File: config.mk
export PLATFORM = sky130hd
export DESIGN_NAME = info_writer
export DESIGN_NICKNAME = d
export VERILOG_FILES = /design/src/rtl/fpga_ctrl_pkg.sv /design/src/rtl/key_edge.sv /design/src/rtl/info_writer.sv
export SDC_FILE = /design/constraint.sdc
export NUM_CORES = 1
export LEC_CHECK = 0
export BUFFER_PORTS_ARGS = -buffer_cell sky130_fd_sc_hd__buf_2
export CAP_MARGIN = 0
export CORE_MARGIN = 4
export CORE_UTILIZATION = 53
export DETAILED_ROUTE_END_ITERATION = 8
export PLACE_DENSITY = 0.93
export SETUP_SLACK_MARGIN = 0.5
export SLEW_MARGIN = 40
export SYNTH_ARGS = -nofsm -noshare
export SYNTH_HDL_FRONTEND = slang
export SYNTH_HIERARCHICAL = 1
export SYNTH_SLANG_ARGS = --single-unit
File: constraint.sdc
create_clock -name clock -period 4.41 [get_ports clock]
set_input_delay 0.441 -clock clock [delete_from_list [all_inputs] [get_ports clock]]
set_output_delay 0.441 -clock clock [all_outputs]
set_load 0.02 [all_outputs]
File: src/rtl/fpga_ctrl_pkg.sv
// Shared types and default widths for the FPGA controller write path.
// Latency: n/a (declarations only).
// Backpressure: n/a.
package fpga_ctrl_pkg;

    localparam int DEF_DATA_W         = 32;
    localparam int DEF_HALF_W         = 16;
    localparam int DEF_MEM_ADDR_W     = 10;
    localparam int DEF_INSTR_ADDR_W   = 8;
    localparam int DEF_REG_ADDR_W     = 5;
    localparam int DEF_TIMEOUT_CYCLES = 255;

    typedef enum logic [1:0] {
        TGT_INSTR = 2'd0,
        TGT_REG   = 2'd1,
        TGT_MEM   = 2'd2,
        TGT_NONE  = 2'd3
    } tgt_e;

    typedef logic [1:0] state_t;
    localparam state_t ST_IDLE  = 2'd0;
    localparam state_t ST_WRITE = 2'd1;
    localparam state_t ST_DONE  = 2'd2;

endpackage

File: src/rtl/key_edge.sv
// Rising-edge detector for an already-synchronised key level.
// Latency: combinational edge, one-cycle history register.
// Backpressure: none; an edge not consumed in its cycle is lost.
module key_edge (
    input  logic clock,
    input  logic reset,
    input  logic key,
    output logic rise
);

    logic prev_q, prev_d;

    always_comb begin
        prev_d = key;
    end

    always_ff @(posedge clock) begin
        if (!reset) begin
            prev_q <= 1'b0;
        end else begin
            prev_q <= prev_d;
        end
    end

    assign rise = key & ~prev_q;

endmodule

File: src/rtl/info_writer.sv
// Assembles a 32-bit word from switch halves and issues one write (INFO_WRITER_AUTO_INCREMENT_EN adds an address pointer).
// Latency: commit edge to wr_valid 1 cycle; wr_ready to done 1 cycle.
// Backpressure: holds wr_valid/target/addr/data until wr_ready, aborting with error after TIMEOUT_CYCLES.
module info_writer
    import fpga_ctrl_pkg::*;
#(
    parameter int DATA_W         = DEF_DATA_W,
    parameter int HALF_W         = DEF_HALF_W,
    parameter int MEM_ADDR_W     = DEF_MEM_ADDR_W,
    parameter int INSTR_ADDR_W   = DEF_INSTR_ADDR_W,
    parameter int REG_ADDR_W     = DEF_REG_ADDR_W,
    parameter int TIMEOUT_CYCLES = DEF_TIMEOUT_CYCLES
) (
    input  logic                  clock,
    input  logic                  reset,
    input  logic [HALF_W-1:0]     switches,
    input  logic                  key_load_lo,
    input  logic                  key_load_hi,
    input  logic                  key_commit,
    input  logic [1:0]            select,
    input  logic [MEM_ADDR_W-1:0] address,
    output logic                  wr_valid,
    input  logic                  wr_ready,
    output logic [1:0]            wr_target,
    output logic [MEM_ADDR_W-1:0] wr_addr,
    output logic [DATA_W-1:0]     wr_data,
    output logic                  busy,
    output logic                  done,
    output logic                  error
);

    localparam int CNT_W = $clog2(TIMEOUT_CYCLES + 1);
    localparam logic [CNT_W-1:0] CNT_LAST = CNT_W'(TIMEOUT_CYCLES - 1);
    localparam logic [MEM_ADDR_W-1:0] INSTR_MASK = MEM_ADDR_W'((1 << INSTR_ADDR_W) - 1);
    localparam logic [MEM_ADDR_W-1:0] REG_MASK   = MEM_ADDR_W'((1 << REG_ADDR_W) - 1);
    localparam logic [MEM_ADDR_W-1:0] MEM_MASK   = {MEM_ADDR_W{1'b1}};

    typedef struct packed {
        logic [1:0]            tgt;
        logic [MEM_ADDR_W-1:0] addr;
    } wr_hdr_t;

    logic lo_rise, hi_rise, commit_rise;

    key_edge u_edge_lo     (.clock(clock), .reset(reset), .key(key_load_lo), .rise(lo_rise));
    key_edge u_edge_hi     (.clock(clock), .reset(reset), .key(key_load_hi), .rise(hi_rise));
    key_edge u_edge_commit (.clock(clock), .reset(reset), .key(key_commit),  .rise(commit_rise));

    state_t                state_q, state_d;
    logic [CNT_W-1:0]      cnt_q, cnt_d;
    logic                  err_q, err_d;
    wr_hdr_t               hdr_q, hdr_d;
    logic [DATA_W-1:0]     word_q, word_d;
    logic [MEM_ADDR_W-1:0] raw_addr, req_addr;
    logic                  req_bad;

`ifdef INFO_WRITER_AUTO_INCREMENT_EN
    logic [MEM_ADDR_W-1:0] ptr_q, ptr_d;
    logic                  ptr_vld_q, ptr_vld_d;
    logic [1:0]            sel_q, sel_d;

    // A select change invalidates the pointer so the next commit reloads from the address port.
    always_comb begin
        ptr_d     = ptr_q;
        ptr_vld_d = ptr_vld_q;
        sel_d     = select;
        if (select != sel_q) begin
            ptr_vld_d = 1'b0;
        end else if (state_q == ST_DONE) begin
            ptr_vld_d = 1'b1;
            case (hdr_q.tgt)
                TGT_INSTR: ptr_d = (hdr_q.addr + MEM_ADDR_W'(1)) & INSTR_MASK;
                TGT_REG:   ptr_d = (hdr_q.addr == REG_MASK) ? MEM_ADDR_W'(1)
                                                            : hdr_q.addr + MEM_ADDR_W'(1);
                default:   ptr_d = (hdr_q.addr + MEM_ADDR_W'(1)) & MEM_MASK;
            endcase
        end
    end

    always_ff @(posedge clock) begin
        if (!reset) begin
            ptr_q     <= '0;
            ptr_vld_q <= 1'b0;
            sel_q     <= '0;
        end else begin
            ptr_q     <= ptr_d;
            ptr_vld_q <= ptr_vld_d;
            sel_q     <= sel_d;
        end
    end

    assign raw_addr = ptr_vld_q ? ptr_q : address;
`else
    assign raw_addr = address;
`endif

    always_comb begin
        case (select)
            TGT_INSTR: req_addr = raw_addr & INSTR_MASK;
            TGT_REG:   req_addr = raw_addr & REG_MASK;
            default:   req_addr = raw_addr & MEM_MASK;
        endcase
        // Register 0 is hardwired to zero, so a write to it is refused.
        req_bad = (select == TGT_NONE) || ((select == TGT_REG) && (req_addr == '0));
    end

    always_comb begin
        word_d = word_q;
        if (state_q != ST_WRITE) begin
            if (lo_rise) word_d[HALF_W-1:0]      = switches;
            if (hi_rise) word_d[DATA_W-1:HALF_W] = switches;
        end
    end

    always_comb begin
        state_d = state_q;
        cnt_d   = cnt_q;
        err_d   = err_q;
        hdr_d   = hdr_q;
        case (state_q)
            ST_IDLE: begin
                if (commit_rise) begin
                    if (req_bad) begin
                        err_d = 1'b1;
                    end else begin
                        hdr_d.tgt  = select;
                        hdr_d.addr = req_addr;
                        err_d      = 1'b0;
                        cnt_d      = '0;
                        state_d    = ST_WRITE;
                    end
                end
            end
            ST_WRITE: begin
                if (wr_ready) begin
                    state_d = ST_DONE;
                end else if (cnt_q == CNT_LAST) begin
                    err_d   = 1'b1;
                    cnt_d   = '0;
                    state_d = ST_IDLE;
                end else begin
                    cnt_d = cnt_q + CNT_W'(1);
                end
            end
            ST_DONE: begin
                cnt_d   = '0;
                state_d = ST_IDLE;
            end
            default: begin
                cnt_d   = '0;
                state_d = ST_IDLE;
            end
        endcase
    end

    always_ff @(posedge clock) begin
        if (!reset) begin
            state_q <= ST_IDLE;
            cnt_q   <= '0;
            err_q   <= 1'b0;
            hdr_q   <= '0;
            word_q  <= '0;
        end else begin
            state_q <= state_d;
            cnt_q   <= cnt_d;
            err_q   <= err_d;
            hdr_q   <= hdr_d;
            word_q  <= word_d;
        end
    end

    assign wr_valid  = (state_q == ST_WRITE);
    assign busy      = (state_q != ST_IDLE);
    assign done      = (state_q == ST_DONE);
    assign error     = err_q;
    assign wr_target = hdr_q.tgt;
    assign wr_addr   = hdr_q.addr;
    assign wr_data   = word_q;

endmodule
* After elaboration in Yosys (flattened, before gate mapping)
Index checks and enable logic that the tools add are counted.
Storage, ports and cells: latch bits 0, bits in writable memories 0, bits in read-only memories 0, output and inout port bits 48, memories 0, register bits 58
Cells by class: magnitude comparators 0, multiply operators 0, shift operators 0, $add $sub $neg 1, bitwise operators 7, muxes and demuxes 16, div/mod/pow operators 0, reductions and logical operators 13, eq/ne operators 11
Operators with widths (count):
- 8-bit 2-to-1 mux | 4
- 10-bit case mux with 2 select lines | 1
- 8-bit case mux with 2 select lines | 1
- 10-bit zero test | 1
- 3-bit AND reduction | 3
- 8-bit by 1-bit adder with 8-bit output (second input constant) | 1
- 8-bit == test (second input constant) | 1
- 2-bit 2-to-1 mux | 4
- 2-bit inequality test (second input constant) | 3
- 2-bit by 1-bit == test with 1-bit output (second input constant) | 2
- 2-bit == test (second input constant) | 2
- 2-bit zero test | 2
- 1-bit 2-to-1 mux | 4
- 2-bit by 1-bit inequality test with 1-bit output (second input constant) | 2
- 1-bit NOT | 4
- 2-bit case mux with 2 select lines | 1
- 2-bit AND reduction | 2
- 4-bit AND reduction | 1
- 2-bit nonzero test | 2
- 1-bit AND | 3
- 3-bit by 1-bit inequality test with 1-bit output (second input constant) | 1
- 1-bit case mux with 2 select lines | 1
- 1-bit logical AND | 1
- 1-bit logical OR | 1

* Logic depth before layout (Yosys ltp)
depth in word-level cells 8, mapped depth 6, depth with buffers taken out 6

* Modules after synthesis
The synthesis kept the hierarchy.
By module, submodules not included:
- info_writer | area an instance 2304.7 sq um, sequential area each 1101.1 sq um, times used 1, cells an instance 271
- key_edge | area an instance 40.0 sq um, sequential area each 20.0 sq um, times used 3, cells an instance 3

* Worst setup path after synthesis
Ideal clock, no wire load.
path type input -> register, start input key_commit, end register hdr_q, in the netlist wr_addr[2], data required time 4294 ps, buffers on the path 1, stages 6, arrival 1494 ps, setup slack 2800 ps, setup time 116 ps, path through nor2b_4 -> or3b_4 -> a211o_1 -> buf_2 -> nand2_1 -> a21boi_1
Between the ends: longest elaborated chain between the ends 2
Ends and longest elaborated chain:
- start, declared | line info_writer.sv:19 | input logic key_commit,
- 1-bit AND | line key_edge.sv:25 | assign rise = key & ~prev_q;
- 3-bit AND reduction (no source line)
- end signal, assigned | line info_writer.sv:167 | hdr_q <= hdr_d;
- end, declared | line info_writer.sv:52 | wr_hdr_t hdr_q, hdr_d;
No other way between the ends. A chain may end at the register's enable or synchronous reset.

==> results by group <==
Drt
  – DR vias/cell: 5.28
  – ANT nets after route: 0
  – DRT iter0 DRCs: 94
  – Number of iterations in the first detailed-routing pass: 4
  – WL/cell: 13.6 um
  – Residual DRC: 0
  – Vias: 2185
  – DRT Wirelength: 5620 um

Clock tree
  – CTS tree: built
  – Post-cts repair resize count: 0
  – Clk_lat worst skew: 320 ps
  – Num CTS Buffers: 9
  – Reg clk slew, reported paths: 60 ps
  – Post-CTS Setup Repair Bufs: 0
  – Number of hold buffers added after CTS: 0
  – CTS Sinks: 58
  – Clock buffer depth: 2
  – H-tree depth: 3
  – Root buffer cell: clkbuf_8

Run status
  – Status: complete, no violations

Critical path
  – Setup crit end kind: flop
  – Setup crit start kind: primary input
  – WP data required: 4680 ps
  – WS Path Type: in2reg
  – Worst Path Arrival: 2070 ps
  – CP max FO: 53

Synthesis
  – Mapped Cells: 280
  – Synth Warn #: 6
  – Sequential share of the synthesized area: 47.9%
  – Mapped cell area: 0.00242 mm2
  – Synth top area cells: dfxtp_1 (48%), nand2_1 (13%), a21boi_0 (9.6%), a21boi_1 (3.7%), and2_1 (2.3%)
  – Number of synthesized register bits: 58
  – Cell taking the most area after synthesis: dfxtp_1
  – Yosys cell types: 39
  – Synth top area share: 47.9%
  – Avg Cell Area, Syn: 8.66 um2
  – Synth Net Count: 316

Floorplanning
  – Die Span X: 75.6 um
  – Core Area: 0.00438 mm2
  – Initial Util: 55.3%
  – Die Area: 0.00572 mm2
  – # rows: 24
  – I/O pin count: 82
  – Vert. Die Dim: 75.6 um

STA
  – Worst slew pin tran: 728 ps
  – Fin crit period: 1800 ps
  – Worst clock skew: 6.71 ps
  – Max-slew headroom: 51.5%
  – Period utilisation layout: 40.8%
  – Final Max Tran Viols: 0
  – Setup_tns: 0 ps
  – FMAX: 556 MHz
  – Finish-stage setup viols: 0
  – RSZ-0062 raised after global routing: false
  – Final hold violations: 0

Finish
  – Fin cells: 414
  – Nets: 394
  – Ant diodes: 0
  – Fillers: 357
  – Multi-input logic area: 0.00119 mm2
  – Ratio of cells with drive above 1 in the final layout: 29.0%
  – FF/Latch Area: 0.00116 mm2
  – Area Overhead vs Synth: 24.4%

Global route
  – Largest net degree at the start of global routing: 54
  – Total grt overflow: 0
  – GR Util All Layers: 20.1%
  – Vias in the first global route: 2001
  – Initial antenna violation count: 0
  – First-pass GRT wire length: 8670 um

Pwr
  – Pwr Density: 396 mW/mm2
  – Sequential power share: 47.4%
  – Leakage: 1.37 nW
  – Comb power frac: 13.7%
  – Int Pwr: 0.885 mW
  – Switching Share: 26.0%
  – Net Sw Power: 0.311 mW
  – VDD IR-drop max: 289 uV
  – Power Total: 1.20 mW
  – Clk network pwr share: 38.9%

Place
  – GPL Wtd Cong: 0.830
  – Detailed Place HPWL: 3840 um
  – # port buffers: 81
  – Dpl cells: 399

Run
  – Max_cap viols: 0

Min path
  – Worst hold path type: in2reg
synth_stat cells (all sizes together):
cell,instances
nand2,87
dfxtp,58
a21boi,43
and2,10
clkbuf,10
nand3,9
nor2b,6
nor3,5
a211o,4
buf,4
nand2b,4
nor2,4
a21oi,3
nor3b,3
or2,3
a211oi,2
a21o,2
a221o,2
and3,2
ha,2
inv,2
nand4,2
nor4,2
o21ai,2
o31ai,2
a22o,1
nand3b,1
o21ba,1
o221a,1
o2bb2ai,1
o41ai,1
or3b,1
power by group through the flow:
stage                     sequential [mW]  clock [mW]  combinational [mW]
final                               0.566       0.465               0.164
after global routing                0.569       0.492               0.181
after CTS                           0.566       0.472               0.166
after detailed placement            0.578           0               0.164
after global placement              0.577           0               0.160
after floorplan                     0.607           0              0.0764
path summary, 6_finish.rpt:
| path | from | to | slack, ps | depth (start not counted) |
|---|---|---|---|---|
| max | reset | cnt_q[2]$_SDFFE_PN0P_ | 2610 | 5 |
| min | key_commit | u_edge_commit/prev_q$_SDFF_PN0_ | 340 | 2 |
| max reg2reg | u_edge_commit/prev_q$_SDFF_PN0_ | wr_addr[8]$_SDFFE_PN0P_ | 2610 | 5 |
| min reg2reg | wr_addr[7]$_SDFFE_PN0P_ | wr_addr[7]$_SDFFE_PN0P_ | 450 | 2 |
kinds of logic after synthesis:
logic type,count (synthesis),synth area share (%)
simple gates,139,27.2
compound gates,65,20.9
flops,58,47.9
buf+inv,16,2.94
fa+ha+maj,2,1.03
sequential cells by signal, summed over array words and instances (netlist names):
register              count
wr_data                  32
wr_addr                  10
cnt_q                     8
state_q                   2
wr_target                 2
error                     1
u_edge_commit/prev_q      1
u_edge_hi/prev_q          1
u_edge_lo/prev_q          1
routing by layer:
layer	GRT usage, %	part of all wire, %	up-vias	wire length (um)
met5	0	0	-	0
met4	9.51	1.2	0	69
met3	5.01	5.6	7	314
met2	36.1	52	60	2910
met1	22.0	41	1016	2330
li1	-	-	1102	-
critical path, stage by stage:
cell and delay (ps):
buf_2 550, nand3b_1 270, or2_1 360, nor3b_1 300, a221o_1 150
cells in the final DEF, fill, tap and decap left out, drive strengths merged, types with 2 or more instances in the layout:
cell type | Yosys | layout
a21o | 2 | 2
nand3 | 9 | 9
a211o | 4 | 4
a221o | 2 | 2
dfxtp | 58 | 58
clkinv | 0 | 2
clkbuf | 10 | 12
nor2 | 4 | 4
inv | 2 | 2
nand2 | 87 | 87
o21ai | 2 | 2
nor3 | 5 | 5
and3 | 2 | 2
nor3b | 3 | 3
nor2b | 6 | 6
nand2b | 4 | 4
buf | 4 | 81
o31ai | 2 | 2
or2 | 3 | 3
ha | 2 | 2
nand4 | 2 | 2
a21boi | 43 | 43
a21oi | 3 | 3
and2 | 10 | 10
a211oi | 2 | 2
nor4 | 2 | 2
area by class of cell:
class | count | area share, %
Clock buffer | 12 | 4.81
Tap cell | 52 | 2.16
Multi-Input combinational cell | 206 | 39.5
Timing Repair Buffer | 81 | 13.4
Clock inverter | 3 | 1.33
Sequential cell | 58 | 38.5
Inverter | 2 | 0.249
stage by stage:
stage               utilization [%]  worst slack (ps)  hold WS [ps]  instance area, um2
floorplan                         -              2800           473                2420
global placement               64.6              2310           435                2830
detailed placement             64.6              2320           447                2830
CTS                            68.8              2600           330                3020
global route                   68.8              2370           349                3020
finish                         68.8              2610           342                3020
Power figures use the tool's default switching activity.
